[src/rtl/instruction_loader_if.sv]
// Bus bundle between the instruction loader and its environment: the UART byte
// stream and load request going in, the instruction-memory write port and
// session status coming out.
interface instruction_loader_if #(
  parameter int NB_BYTE = 8,
  parameter int NB_DATA = 32,
  parameter int NB_ADDR = 8
);
  logic               i_load_en;
  logic [NB_BYTE-1:0] i_rx_data;
  logic               i_rx_valid;
  logic               o_wr_en;
  logic [NB_ADDR-1:0] o_wr_addr;
  logic [NB_DATA-1:0] o_wr_data;
  logic               o_busy;
  logic               o_done;
  logic               o_overflow;
  logic [NB_ADDR:0]   o_word_count;

  // Environment side: supplies bytes and load requests, observes writes.
  modport master (
    output i_load_en, i_rx_data, i_rx_valid,
    input  o_wr_en, o_wr_addr, o_wr_data, o_busy, o_done, o_overflow, o_word_count
  );

  // Loader side.
  modport slave (
    input  i_load_en, i_rx_data, i_rx_valid,
    output o_wr_en, o_wr_addr, o_wr_data, o_busy, o_done, o_overflow, o_word_count
  );
endinterface

[src/rtl/instruction_loader.sv]
// Instruction loader: packs a UART byte stream big-endian into instruction
// words and writes them to consecutive instruction-memory addresses until the
// halt word is written or the memory is full. All outputs are registered.
module instruction_loader #(
  parameter int                 NB_BYTE   = 8,
  parameter int                 NB_DATA   = 32,
  parameter int                 NB_ADDR   = 8,
  parameter logic [NB_DATA-1:0] HALT_WORD = 32'hFFFFFFFF
) (
  input logic                  clk,
  input logic                  i_rst,
  instruction_loader_if.slave  bus
);

  typedef enum logic [1:0] {
    IDLE,
    ASSEMBLE,
    WRITE,
    DONE
  } state_t;

  localparam logic [NB_ADDR-1:0] ADDR_MAX = '1;

  state_t             state_q, state_d;
  logic [1:0]         byte_cnt_q, byte_cnt_d;
  logic [NB_DATA-1:0] word_q, word_d;
  logic [NB_ADDR-1:0] addr_q, addr_d;
  logic               wr_en_q, wr_en_d;
  logic [NB_ADDR-1:0] wr_addr_q, wr_addr_d;
  logic [NB_DATA-1:0] wr_data_q, wr_data_d;
  logic               busy_q, busy_d;
  logic               done_q, done_d;
  logic               overflow_q, overflow_d;
  logic [NB_ADDR:0]   word_count_q, word_count_d;
  logic [NB_DATA-1:0] shifted_word;

  assign shifted_word = {word_q[NB_DATA-NB_BYTE-1:0], bus.i_rx_data};

  // Next-state and next-output logic; outputs are computed one cycle ahead so
  // they appear registered together with the state they belong to.
  always_comb begin
    state_d      = state_q;
    byte_cnt_d   = byte_cnt_q;
    word_d       = word_q;
    addr_d       = addr_q;
    wr_en_d      = 1'b0;
    wr_addr_d    = wr_addr_q;
    wr_data_d    = wr_data_q;
    busy_d       = busy_q;
    done_d       = 1'b0;
    overflow_d   = overflow_q;
    word_count_d = word_count_q;

    case (state_q)
      IDLE: begin
        busy_d = 1'b0;
        if (bus.i_load_en) begin
          state_d      = ASSEMBLE;
          byte_cnt_d   = 2'd0;
          word_d       = '0;
          addr_d       = '0;
          word_count_d = '0;
          overflow_d   = 1'b0;
          busy_d       = 1'b1;
        end
      end

      ASSEMBLE: begin
        busy_d = 1'b1;
        if (bus.i_rx_valid) begin
          word_d     = shifted_word;
          byte_cnt_d = byte_cnt_q + 2'd1;
          if (byte_cnt_q == 2'd3) begin
            state_d   = WRITE;
            wr_en_d   = 1'b1;
            wr_addr_d = addr_q;
            wr_data_d = shifted_word;
          end
        end
      end

      WRITE: begin
        word_count_d = word_count_q + 1'b1;
        if (wr_data_q == HALT_WORD) begin
          state_d = DONE;
          busy_d  = 1'b0;
          done_d  = 1'b1;
        end else if (addr_q == ADDR_MAX) begin
          state_d    = DONE;
          busy_d     = 1'b0;
          done_d     = 1'b1;
          overflow_d = 1'b1;
        end else begin
          state_d = ASSEMBLE;
          addr_d  = addr_q + 1'b1;
          busy_d  = 1'b1;
          // A byte arriving while the write is in flight opens the next word.
          if (bus.i_rx_valid) begin
            word_d     = shifted_word;
            byte_cnt_d = 2'd1;
          end
        end
      end

      DONE: begin
        state_d = IDLE;
        busy_d  = 1'b0;
      end

      default: begin
        state_d = IDLE;
        busy_d  = 1'b0;
      end
    endcase
  end

  // State and output registers with synchronous reset.
  always_ff @(posedge clk) begin
    if (i_rst) begin
      state_q      <= IDLE;
      byte_cnt_q   <= 2'd0;
      word_q       <= '0;
      addr_q       <= '0;
      wr_en_q      <= 1'b0;
      wr_addr_q    <= '0;
      wr_data_q    <= '0;
      busy_q       <= 1'b0;
      done_q       <= 1'b0;
      overflow_q   <= 1'b0;
      word_count_q <= '0;
    end else begin
      state_q      <= state_d;
      byte_cnt_q   <= byte_cnt_d;
      word_q       <= word_d;
      addr_q       <= addr_d;
      wr_en_q      <= wr_en_d;
      wr_addr_q    <= wr_addr_d;
      wr_data_q    <= wr_data_d;
      busy_q       <= busy_d;
      done_q       <= done_d;
      overflow_q   <= overflow_d;
      word_count_q <= word_count_d;
    end
  end

  assign bus.o_wr_en      = wr_en_q;
  assign bus.o_wr_addr    = wr_addr_q;
  assign bus.o_wr_data    = wr_data_q;
  assign bus.o_busy       = busy_q;
  assign bus.o_done       = done_q;
  assign bus.o_overflow   = overflow_q;
  assign bus.o_word_count = word_count_q;

endmodule

[src/flat_wrapper.sv]
// flat-port wrapper written by rule: the top's interface ports become plain ports
module instruction_loader_flat 
#(
  parameter int                 NB_BYTE   = 8,
  parameter int                 NB_DATA   = 32,
  parameter int                 NB_ADDR   = 8,
  parameter logic [NB_DATA-1:0] HALT_WORD = 32'hFFFFFFFF
)
  (clk, i_rst, bus_i_load_en, bus_i_rx_data, bus_i_rx_valid, bus_o_wr_en, bus_o_wr_addr, bus_o_wr_data, bus_o_busy, bus_o_done, bus_o_overflow, bus_o_word_count);
  instruction_loader_if #(.NB_BYTE(NB_BYTE), .NB_DATA(NB_DATA), .NB_ADDR(NB_ADDR)) bus_i ();
  input logic clk;
  input logic i_rst;
  input wire logic [$bits(bus_i.i_load_en)-1:0] bus_i_load_en;
  input wire logic [$bits(bus_i.i_rx_data)-1:0] bus_i_rx_data;
  input wire logic [$bits(bus_i.i_rx_valid)-1:0] bus_i_rx_valid;
  output wire logic [$bits(bus_i.o_wr_en)-1:0] bus_o_wr_en;
  output wire logic [$bits(bus_i.o_wr_addr)-1:0] bus_o_wr_addr;
  output wire logic [$bits(bus_i.o_wr_data)-1:0] bus_o_wr_data;
  output wire logic [$bits(bus_i.o_busy)-1:0] bus_o_busy;
  output wire logic [$bits(bus_i.o_done)-1:0] bus_o_done;
  output wire logic [$bits(bus_i.o_overflow)-1:0] bus_o_overflow;
  output wire logic [$bits(bus_i.o_word_count)-1:0] bus_o_word_count;
  assign bus_i.i_load_en = bus_i_load_en;
  assign bus_i.i_rx_data = bus_i_rx_data;
  assign bus_i.i_rx_valid = bus_i_rx_valid;
  assign bus_o_wr_en = bus_i.o_wr_en;
  assign bus_o_wr_addr = bus_i.o_wr_addr;
  assign bus_o_wr_data = bus_i.o_wr_data;
  assign bus_o_busy = bus_i.o_busy;
  assign bus_o_done = bus_i.o_done;
  assign bus_o_overflow = bus_i.o_overflow;
  assign bus_o_word_count = bus_i.o_word_count;
  instruction_loader #(.NB_BYTE(NB_BYTE), .NB_DATA(NB_DATA), .NB_ADDR(NB_ADDR), .HALT_WORD(HALT_WORD)) u_core (.clk(clk), .i_rst(i_rst), .bus(bus_i));
endmodule
[config.mk]
export PLATFORM = sky130hd
export DESIGN_NAME = instruction_loader_flat
export DESIGN_NICKNAME = d
export VERILOG_FILES = /design/src/rtl/instruction_loader_if.sv /design/src/rtl/instruction_loader.sv /design/src/flat_wrapper.sv
export SDC_FILE = /design/constraint.sdc
export NUM_CORES = 1
export LEC_CHECK = 0
export BUFFER_PORTS_ARGS = -buffer_cell sky130_fd_sc_hd__buf_2
export CAP_MARGIN = 15
export CORE_MARGIN = 3
export CORE_UTILIZATION = 50
export DETAILED_ROUTE_END_ITERATION = 10
export PLACE_DENSITY = 0.75
export RECOVER_POWER = 25
export SLEW_MARGIN = 20
export SYNTH_ARGS = -nofsm -noshare
export SYNTH_HDL_FRONTEND = slang
export SYNTH_SLANG_ARGS = --single-unit
export TNS_END_PERCENT = 30
[constraint.sdc]
create_clock -name clk -period 4.92 [get_ports clk]
set_input_delay 0.246 -clock clk [delete_from_list [all_inputs] [get_ports clk]]
set_output_delay 0.246 -clock clk [all_outputs]
set_load 0.05 [all_outputs]
==> results_dict.tcl, run 1 <==
set metrics [dict create \
    status "completed" \
    hold_path_depth 3 \
    cap_violations 0 \
    yosys_warnings 0 \
    finalCritPeriodShare_pct 54.9 \
    cts_buffers 9 \
    initial_core_util_pct 51.9 \
    overflow 0 \
    syn_to_final_growth_pct 13.0 \
    drt_iter0_markers 180 \
    finalSetupViolations 0 \
    switching_share_pct 34.7 \
    cts.repair.resized 0 \
    min_period_ns 2.70 \
    grt_pass1_vias 3142 \
    hold_slack_ns 0.138 \
    power_switching_w 0.000602 \
    rsz0062_at_grt "no" \
    power_frac_seq_pct 45.1 \
    final_nets 515 \
    ys_async_sr_fraction_pct 0 \
    clockBufferDepth 2 \
    final-hold-violation-count 0 \
    drive_gt1_share_pct 11.8 \
    final-max-slew-violation-count 0 \
    antenna_found_initial 0 \
    cts_hold_buf 0 \
    clkPwrFrac_pct 30.4 \
    arrival_ns 2.99 \
    p_per_area_nw_per_um2 406 \
    wirelength_um 9000 \
    design_area_sq_um 4270 \
    syn-cell-area_sq_um 3780 \
    start_kind "flip-flop" \
    postCtsSetupBuffers 0 \
    die_y_um 93.0 \
    ys.flop_type "dfxtp_1" \
    path_clk_slew_ns 0.09 \
    clock_latency_ns 0.36 \
    min_path_type "input port to flip-flop" \
    yosysUniqueCellTypes 45 \
    synth-seq-area-share_pct 47.1 \
    worstPathRequired_ns 5.21 \
    io_buffers 64 \
    grt_max_degree 65 \
    track_usage_pct 21.3 \
    io_pins 65 \
    cts_tree "built" \
    reg2reg_depth 6 \
    comb_power_share_pct 24.5 \
    ant_nets 0 \
    wire_per_inst_um 15.0 \
    syn_nets 475 \
    htreeDepth 3 \
    ys_ff_latch 89 \
    internal_power_w 0.00113 \
    place_area_sq_um 4100 \
    avgSynthCellArea_sq_um 8.29 \
    utilization_pct 58.6 \
    dp_hpwl_um 5970 \
    rows 31 \
    grt_pass1_wl_um 15100 \
    via_per_inst 5.75 \
    max_freq_mhz 370 \
    n_antenna_cell 0 \
    power.leakage_nw 1.49 \
    core_sq_um 7290 \
    syn_inst 456 \
    clock-sinks 89 \
    setup_tns_ns 0 \
    ir_worst_vdd_mv 0.182 \
    die_area_sq_um 8640 \
    path_class "flip-flop to flip-flop" \
    path_max_fanout 33 \
    fin_worst_skew_ns 0.0102 \
    place_congestion 0.819 \
    synth_edf_count 0 \
    drc 0 \
    num_vias 3450 \
    dr.pass1.iters 4 \
    clockRootBuffer "clkbuf_8" \
    critPathCaptureType "flip-flop" \
    worst_pin_slew_ns 1.02 \
    maxSlewHeadroom_pct 31.7 \
    dieWidth_um 93.0 \
]
## synth_stat cells (2+ instances only)
cell       number  area share [%]
nor2b_1         4            0.66
xor2_1          5             1.2
o2111ai_1      24             5.6
a21o_1          2            0.40
and3_1          7             1.2
nand2b_1        3            0.50
dfxtp_1        89              47
clkbuf_1       33             3.3
ha_1            7             2.3
or3_1           2            0.33
a211oi_1        2            0.40
nor4_1          2            0.33
clkbuf_2        2            0.26
nor3_1          7            0.93
nand2_1        89             8.8
inv_1           5            0.50
a21oi_1        75             9.9
a211o_1         2            0.46
a311oi_1        2            0.46
buf_1           3            0.30
o21ai_0        29             3.8
nor2_1         19             1.9
or4_4           2            0.60
buf_6           2            0.60
nand3_1         5            0.66
nand4_1        11             1.8
and4_1          2            0.46
mux2i_1         3            0.79
a41o_1          2            0.53
## critical path: stages (launching register included)
cell and delay, ns:
dfxtp_1 0.35, inv_1 0.10, ha_1 0.45, inv_1 0.58, nor3_4 0.78, o21ai_0 0.21, a21oi_1 0.16
## area by class of cell
cell class,instances,area (sq um)
clock buffers,11,151
clock inverters,5,63.8
fillers,720,3020
inverters,5,18.8
multi-input cells,322,1820
flip-flops and latches,89,1780
well taps,99,124
repair buffers,69,314
## flip-flops by register name, summed over array words and instances, names as in the netlist
register,flops
u_core.bus.o_overflow,1
u_core.bus.o_busy,1
u_core.addr_q,8
u_core.word_q,24
u_core.bus.o_word_count,9
u_core.bus.o_wr_data,32
u_core.bus.o_wr_addr,8
u_core.state_q,2
u_core.bus.o_done,1
u_core.bus.o_wr_en,1
u_core.byte_cnt_q,2
## path summary, 6_finish.rpt
kind	from	to	slack (ns)
worst max-delay path	u_core.state_q[0]	u_core.word_q[16]	2.22
worst min-delay path	bus_i_rx_data[6]	u_core.bus.o_wr_data[6]	0.14
worst max register to register	u_core.state_q[0]	u_core.word_q[16]	2.22
worst min register to register	u_core.bus.o_wr_addr[0]	u_core.bus.o_wr_addr[0]	0.46
## power by group through the flow
| stage | clock (W) | sequential (W) | combinational [W] |
|---|---|---|---|
| after CTS | 0.000537 | 0.000781 | 0.000421 |
| final | 0.000528 | 0.000782 | 0.000424 |
| after global routing | 0.000562 | 0.000787 | 0.000467 |
| after floorplan | 0 | 0.000804 | 0.000328 |
| after detailed placement | 0 | 0.000798 | 0.000415 |
| after global placement | 0 | 0.000797 | 0.000411 |
## kinds of logic after synthesis
family	synth area share, %
xor gates and xnor gates	1.16
buffers and inverters	4.93
muxes	1.09
adders and majority gates	2.32
DFF	47.1
AOI/OAI and AO/OA	23.9
and+or+nand+nor	19.5
## cells in the final DEF, fill, tap and decap left out, types with 3 or more instances in the layout
| cell | instances |
|---|---|
| a21oi_1 | 75 |
| and3_1 | 7 |
| buf_2 | 29 |
| buf_4 | 5 |
| clkbuf_1 | 35 |
| clkbuf_8 | 11 |
| clkinv_4 | 3 |
| dfxtp_1 | 89 |
| ha_1 | 7 |
| inv_1 | 5 |
| mux2i_1 | 3 |
| nand2_1 | 89 |
| nand2b_1 | 3 |
| nand3_1 | 5 |
| nand4_1 | 11 |
| nor2_1 | 19 |
| nor2b_1 | 4 |
| nor3_1 | 7 |
| o2111ai_1 | 24 |
| o21ai_0 | 29 |
| xor2_1 | 5 |
## through the flow
step                      total power [W]  setup WS [ns]  cells
after floorplan                   0.00113           2.75    456
after global placement            0.00121           2.39    584
after detailed placement          0.00121           2.29    584
after CTS                         0.00174           2.22    600
after global routing              0.00182           1.87    600
final                             0.00173           2.22    600
## routing by layer
metal	GRT usage, %	wire [um]	share of wire [%]
met4	8.42	163	1.8
met2	34.3	4350	48
met1	28.2	4070	45
met3	3.82	411	4.6
met5	0	0	0
No activity file was read; power rests on OpenSTA's default activity.
==> inputs of run 2 (changes only) <==
--- a/config.mk
+++ b/config.mk
@@ -10,7 +10,7 @@
 export CORE_MARGIN = 3
 export CORE_UTILIZATION = 50
 export DETAILED_ROUTE_END_ITERATION = 10
-export PLACE_DENSITY = 0.75
+export PLACE_DENSITY = 0.78
 export RECOVER_POWER = 25
 export SLEW_MARGIN = 20
 export SYNTH_ARGS = -nofsm -noshare
==> constraint.sdc (replaced) <==
create_clock -name clk -period 2.25 [get_ports clk]
set_input_delay 0.1125 -clock clk [delete_from_list [all_inputs] [get_ports clk]]
set_output_delay 0.1125 -clock clk [all_outputs]
set_load 0.05 [all_outputs]
==> run 2 against run 1 <==
  * Critical path depth up 1
  * Flip-flop and latch count unchanged
  * Die area unchanged
  * Critical path type unchanged
==> results_dict.tcl, run 2 (synthesis gave the netlist of run 1 again) <==
set metrics [dict create \
    worst_pin_slew_ns 0.623 \
    clock_latency_ns 0.36 \
    final-hold-violation-count 0 \
    max_freq_mhz 494 \
    reg2reg_depth 7 \
    path_max_fanout 24 \
    clockRootBuffer "clkbuf_8" \
    min_path_type "input port to flip-flop" \
    largest_reg_flops 32 \
    slowest_delay_ns 0.38 \
    status "completed" \
    internal_power_w 0.00247 \
    dr.pass1.iters 5 \
    drc 0 \
    utilization_pct 59.7 \
    grt_pass1_vias 3180 \
    rsz0062_at_grt "no" \
    cts.repair.resized 0 \
    comb_power_share_pct 26.5 \
    cp_slowest_cell "dfxtp_1" \
    drive_gt1_share_pct 13.3 \
    finalSetupViolations 0 \
    final-max-slew-violation-count 0 \
    htreeDepth 3 \
    min_period_ns 2.02 \
    switching_share_pct 35.1 \
    postCtsSetupBuffers 0 \
    worstPathRequired_ns 2.48 \
    dp_hpwl_um 6180 \
    ant_nets 0 \
    antenna_found_initial 0 \
    power_switching_w 0.00134 \
    fin_worst_skew_ns 0.00983 \
    syn_to_final_growth_pct 15.2 \
    maxSlewHeadroom_pct 58.7 \
    die_area_sq_um 8640 \
    cts_buffers 9 \
    cts_tree "built" \
    overflow 0 \
    arrival_ns 2.26 \
    io_pins 65 \
    drt_iter0_markers 243 \
    track_usage_pct 21.2 \
    core_sq_um 7290 \
    grt_pass1_wl_um 15000 \
    rows 31 \
    num_vias 3497 \
    worstHoldStart "bus_i_rx_data[6]" \
    finalCritPeriodShare_pct 90.0 \
    path_class "flip-flop to flip-flop" \
    cap_violations 0 \
    p_per_area_nw_per_um2 874 \
    power_frac_seq_pct 44.9 \
    crit_chain "ha_1 -> and3_1 -> and4_1 -> a211o_1 -> buf_4 -> o21ai_0 -> a21oi_1" \
    r2r_start "u_core.addr_q[0]" \
    clockBufferDepth 2 \
    io_buffers 64 \
    wirelength_um 9040 \
    n_antenna_cell 0 \
    final_cell_mix "nand2_1, dfxtp_1, a21oi_1" \
    grt_max_degree 71 \
    critPathCaptureType "flip-flop" \
    die_y_um 93.0 \
    initial_core_util_pct 51.9 \
    path_clk_slew_ns 0.09 \
    worst_setup_path_startpoint "u_core.addr_q[0]" \
    place_congestion 0.844 \
    n_fill_cell 688 \
    ir_worst_vdd_mv 0.423 \
    setup_tns_ns 0 \
    clock-sinks 89 \
    clkPwrFrac_pct 28.6 \
    hold_path_depth 3 \
    power.leakage_nw 1.54 \
    start_kind "flip-flop" \
    via_per_inst 5.72 \
    final_nets 527 \
    dieWidth_um 93.0 \
    wire_per_inst_um 14.8 \
]
[run 2: changes by cell type in the layout (fill, tap and decap cells not counted)]
cell,before,now
buf_4,5,14
clkinv_4,3,0
clkbuf_8,11,9
dlygate4sd3_1,0,2
inv_6,0,2
buf_12,0,1
clkinv_2,0,1
clkinvlp_4,1,2
[run 2: area by class of cell]
type                       instances  area (sq um)  share of cell area [%]
clock buffer                       9           124                    2.84
clock inverter                     6          67.6                    1.55
inverter                           5          18.8                   0.431
multi-input combinational        322          1820                    41.8
sequential                        89          1780                    40.9
tap                               99           124                    2.84
timing repair buffer              81           422                    9.68
[run 2: worst max-delay path, delay by kind of cell (launching register included)]
| kind | cells | cell delay, ns |
|---|---|---|
| compound gates | 3 | 0.57 |
| fa+ha+maj | 1 | 0.27 |
| buf+inv | 1 | 0.20 |
| flops | 1 | 0.38 |
| simple gates | 2 | 0.47 |
[run 2: routing by layer]
metal,wire (um),vias to the layer above,GRT usage (%)
met1,4040,1629,28.3
met5,0,-,0
met4,109,0,7.45
li1,-,1728,-
met3,549,10,4.39
met2,4340,130,34.0
[run 2: metrics by stage]
stage	worst slack, ns	power (W)	hold WS, ns	instances	instance area [sq um]
6_report	0.226	0.00381	0.00750	611	4360
5_1_grt	0.0875	0.00398	0.00594	611	4360
4_1_cts	0.250	0.00380	0.00159	611	4400
3_5_place_dp	0.268	0.00273	0.374	594	4190
3_3_place_gp	0.310	0.00272	0.375	594	4190
2_1_floorplan	0.0804	0.00248	0.249	456	3780
[run 2: path summary, 6_finish.rpt]
kind / end / slack [ns]
setup reg to reg: u_core.word_q[4] / 0.23
setup / recovery: u_core.word_q[4] / 0.23
hold reg to reg: u_core.bus.o_wr_addr[1] / 0.46
hold / removal: u_core.bus.o_wr_data[6] / 0.007
[run 2: what timing repair did]
item	4_1_cts	5_1_grt
endpoints found under the setup margin	0	0
endpoints found under the hold margin	2	0
hold buffers	2	0
[run 2: power groups by stage]
| stage | combinational [W] | clock [W] | sequential (W) |
|---|---|---|---|
| finish | 0.00101 | 0.00109 | 0.00171 |
| global route | 0.00110 | 0.00117 | 0.00172 |
| CTS | 0.000997 | 0.00110 | 0.00171 |
| detailed placement | 0.000989 | 0 | 0.00174 |
| global placement | 0.000977 | 0 | 0.00174 |
| floorplan | 0.000718 | 0 | 0.00176 |
==> inputs of run 3 (changes only) <==
--- a/config.mk
+++ b/config.mk
@@ -5,6 +5,7 @@
 export SDC_FILE = /design/constraint.sdc
 export NUM_CORES = 1
 export LEC_CHECK = 0
+export ABC_AREA = 1
 export BUFFER_PORTS_ARGS = -buffer_cell sky130_fd_sc_hd__buf_2
 export CAP_MARGIN = 15
 export CORE_MARGIN = 3
==> run 3 against run 2 <==
  * Non-clock buffer count fell by 9
  * First-iteration DRC count fell by 14%
  * Sequential share of layout area fell by 2.0 points
  * Area after synthesis rose by 6.6%
  * Highest routed layer unchanged
  * Wire length fell by 6.3%
  * Utilization fell by 0.76 points
  * Global-route usage fell by 2.4 points
  * Largest power group unchanged
  * Flip-flop and latch count did not move
  * Hold slack improved by 0.0049 ns
  * Clock-buffer cell count rose by 2
  * Combinational power rose by 94%
==> results_dict.tcl, run 3 <==
set metrics [dict create \
    critPathCaptureType "flip-flop" \
    regArea_sq_um 1780 \
    via_per_inst 4.90 \
    dieWidth_um 95.8 \
    num_vias 3605 \
    utilization_pct 59.0 \
    rsz0062_at_grt "no" \
    status "completed" \
    final_cell_mix "nand2_1, inv_1, dfxtp_1" \
    io_pins 65 \
    n_fill_cell 750 \
    cp_slowest_cell "dfxtp_1" \
    synth-seq-area-share_pct 44.2 \
    path_max_fanout 12 \
    arrival_ns 2.08 \
    yosysMostFrequentCell "nand2_1" \
    cap_violations 0 \
    track_usage_pct 18.8 \
    clock_latency_ns 0.36 \
    io_buffers 64 \
    finalSetupViolations 0 \
    ys_async_sr_fraction_pct 0 \
    setup_tns_ns 0 \
    max_freq_mhz 540 \
    n_antenna_cell 0 \
    path_clk_slew_ns 0.08 \
    setup_ws_ns 0.397 \
    overflow 0 \
    clockBufferDepth 2 \
    crit_chain "inv_1 -> ha_1 -> inv_2 -> nand2_1 -> nand2_2 -> inv_2 -> nand3_2 -> nand2_1 -> a21oi_1" \
    largest_reg_flops 32 \
    wire_per_inst_um 11.5 \
    slowest_delay_ns 0.35 \
    min_path_type "input port to flip-flop" \
    initial_core_util_pct 51.9 \
    synth_edf_count 0 \
    yosysUniqueCellTypes 28 \
    place_congestion 0.931 \
    antenna_found_initial 0 \
    dp_hpwl_um 5860 \
    start_kind "flip-flop" \
    die_y_um 95.8 \
    final-hold-violation-count 0 \
    grt_pass1_vias 3170 \
    fin_worst_skew_ns 0.0110 \
    postCtsSetupBuffers 0 \
    synthTopCellsByArea "dfxtp_1, nand2_1, inv_1" \
    synth_top_area_share_pct 44.2 \
    critPathBufInv 3 \
    cts_tree "built" \
    power.leakage_nw 1.93 \
    wirelength_um 8470 \
    worstHoldStart "bus_i_rx_data[1]" \
    clock-sinks 89 \
    crit_family "simple AND/OR/NAND/NOR gates" \
    path_class "flip-flop to flip-flop" \
    place_area_sq_um 4420 \
    syn_inst 574 \
    final-max-slew-violation-count 0 \
    clockRootBuffer "clkbuf_8" \
    die_area_sq_um 9170 \
    drc 0 \
    syn_nets 593 \
    finalCritPeriodShare_pct 82.3 \
    syn-cell-area_sq_um 4030 \
    worst_pin_slew_ns 0.605 \
    multiInputGateArea_sq_um 1700 \
    min_period_ns 1.85 \
    htreeDepth 3 \
    worstPathRequired_ns 2.48 \
    drive_gt1_share_pct 12.0 \
    grt_max_degree 82 \
    avgSynthCellArea_sq_um 7.02 \
    maxSlewHeadroom_pct 59.8 \
    worst_setup_path_startpoint "u_core.state_q[0]" \
    total_power_w 0.00513 \
    ant_nets 0 \
    rows 32 \
    grt_pass1_wl_um 13900 \
    ir_worst_vdd_mv 0.706 \
    ys_ff_latch 89 \
    cts.repair.resized 0 \
    r2r_start "u_core.state_q[0]" \
    core_sq_um 7770 \
    dp_slack_ns 0.418 \
    synthTopCellsByCount "nand2_1, inv_1, dfxtp_1" \
    syn_to_final_growth_pct 13.7 \
    drt_iter0_markers 210 \
    p_per_area_nw_per_um2 1120 \
    ys.flop_type "dfxtp_1" \
    yosys_warnings 0 \
    cts_buffers 9 \
    design_area_sq_um 4580 \
    dr.pass1.iters 5 \
    yosysTopAreaCell "dfxtp_1" \
    final_common_cell "nand2_1" \
    final_nets 648 \
]
## run 3: cell type report
| cell class | count | area share, % |
|---|---|---|
| sequential | 89 | 38.9 |
| multi-input combinational | 346 | 37.0 |
| inverter | 111 | 9.09 |
| timing repair buffer | 72 | 7.95 |
| clock buffer | 11 | 3.09 |
| tap | 102 | 2.79 |
| clock inverter | 5 | 1.20 |
## run 3: power by group
part	internal (W)	total, W	switching (W)	leakage [nW]
logic	0.000644	0.00196	0.00132	1.11
clock network	0.000540	0.00108	0.000544	0.0953
registers	0.00187	0.00208	0.000208	0.723
## run 3: metrics by stage
| stage | hold slack, ns | std cells |
|---|---|---|
| finish | 0.0124 | 736 |
| floorplan | 0.250 | 574 |
| global placement | 0.359 | 719 |
| global route | 0.0283 | 736 |
| CTS | 0.00266 | 736 |
| detailed placement | 0.364 | 719 |
## run 3: cell families (layout without fill, tap and decap cells)
kind of cell,Yosys count,in the layout,share of synthesized area [%]
xor gates and xnor gates,1,1,0.217
buffers and inverters,139,199,13.8
adders and majority gates,7,7,2.17
DFF,89,89,44.2
and+or+nand+nor,200,200,20.7
AOI/OAI and AO/OA,138,138,18.9
## run 3: final timing paths
path                            slack [ns]                      end  cells past startpoint
worst max-delay path                  0.40         u_core.addr_q[2]                      9
worst min-delay path                  0.01         u_core.word_q[1]                      3
worst max register to register        0.40         u_core.addr_q[2]                      9
worst min register to register        0.45  u_core.bus.o_wr_addr[0]                      2
## run 3: what timing repair did
item,CTS,global route
hold buffers,1,0
setup endpoints to repair,0,0
hold endpoints to repair,1,0
## run 3: layer usage
layer  GRT usage [%]  part of all wire [%]  wire length (um)
met2            31.6                    47              3960
met1            24.0                    46              3890
met3            2.66                   5.5               465
met5               0                     0                 0
met4            8.53                   1.9               161
## run 3: worst reg2reg max path: stages (launching register included)
cell     delay [ns]
dfxtp_1        0.35
inv_1          0.09
ha_1           0.35
inv_2          0.16
nand2_1        0.10
nand2_2        0.11
inv_2          0.20
nand3_2        0.19
nand2_1        0.11
a21oi_1        0.06
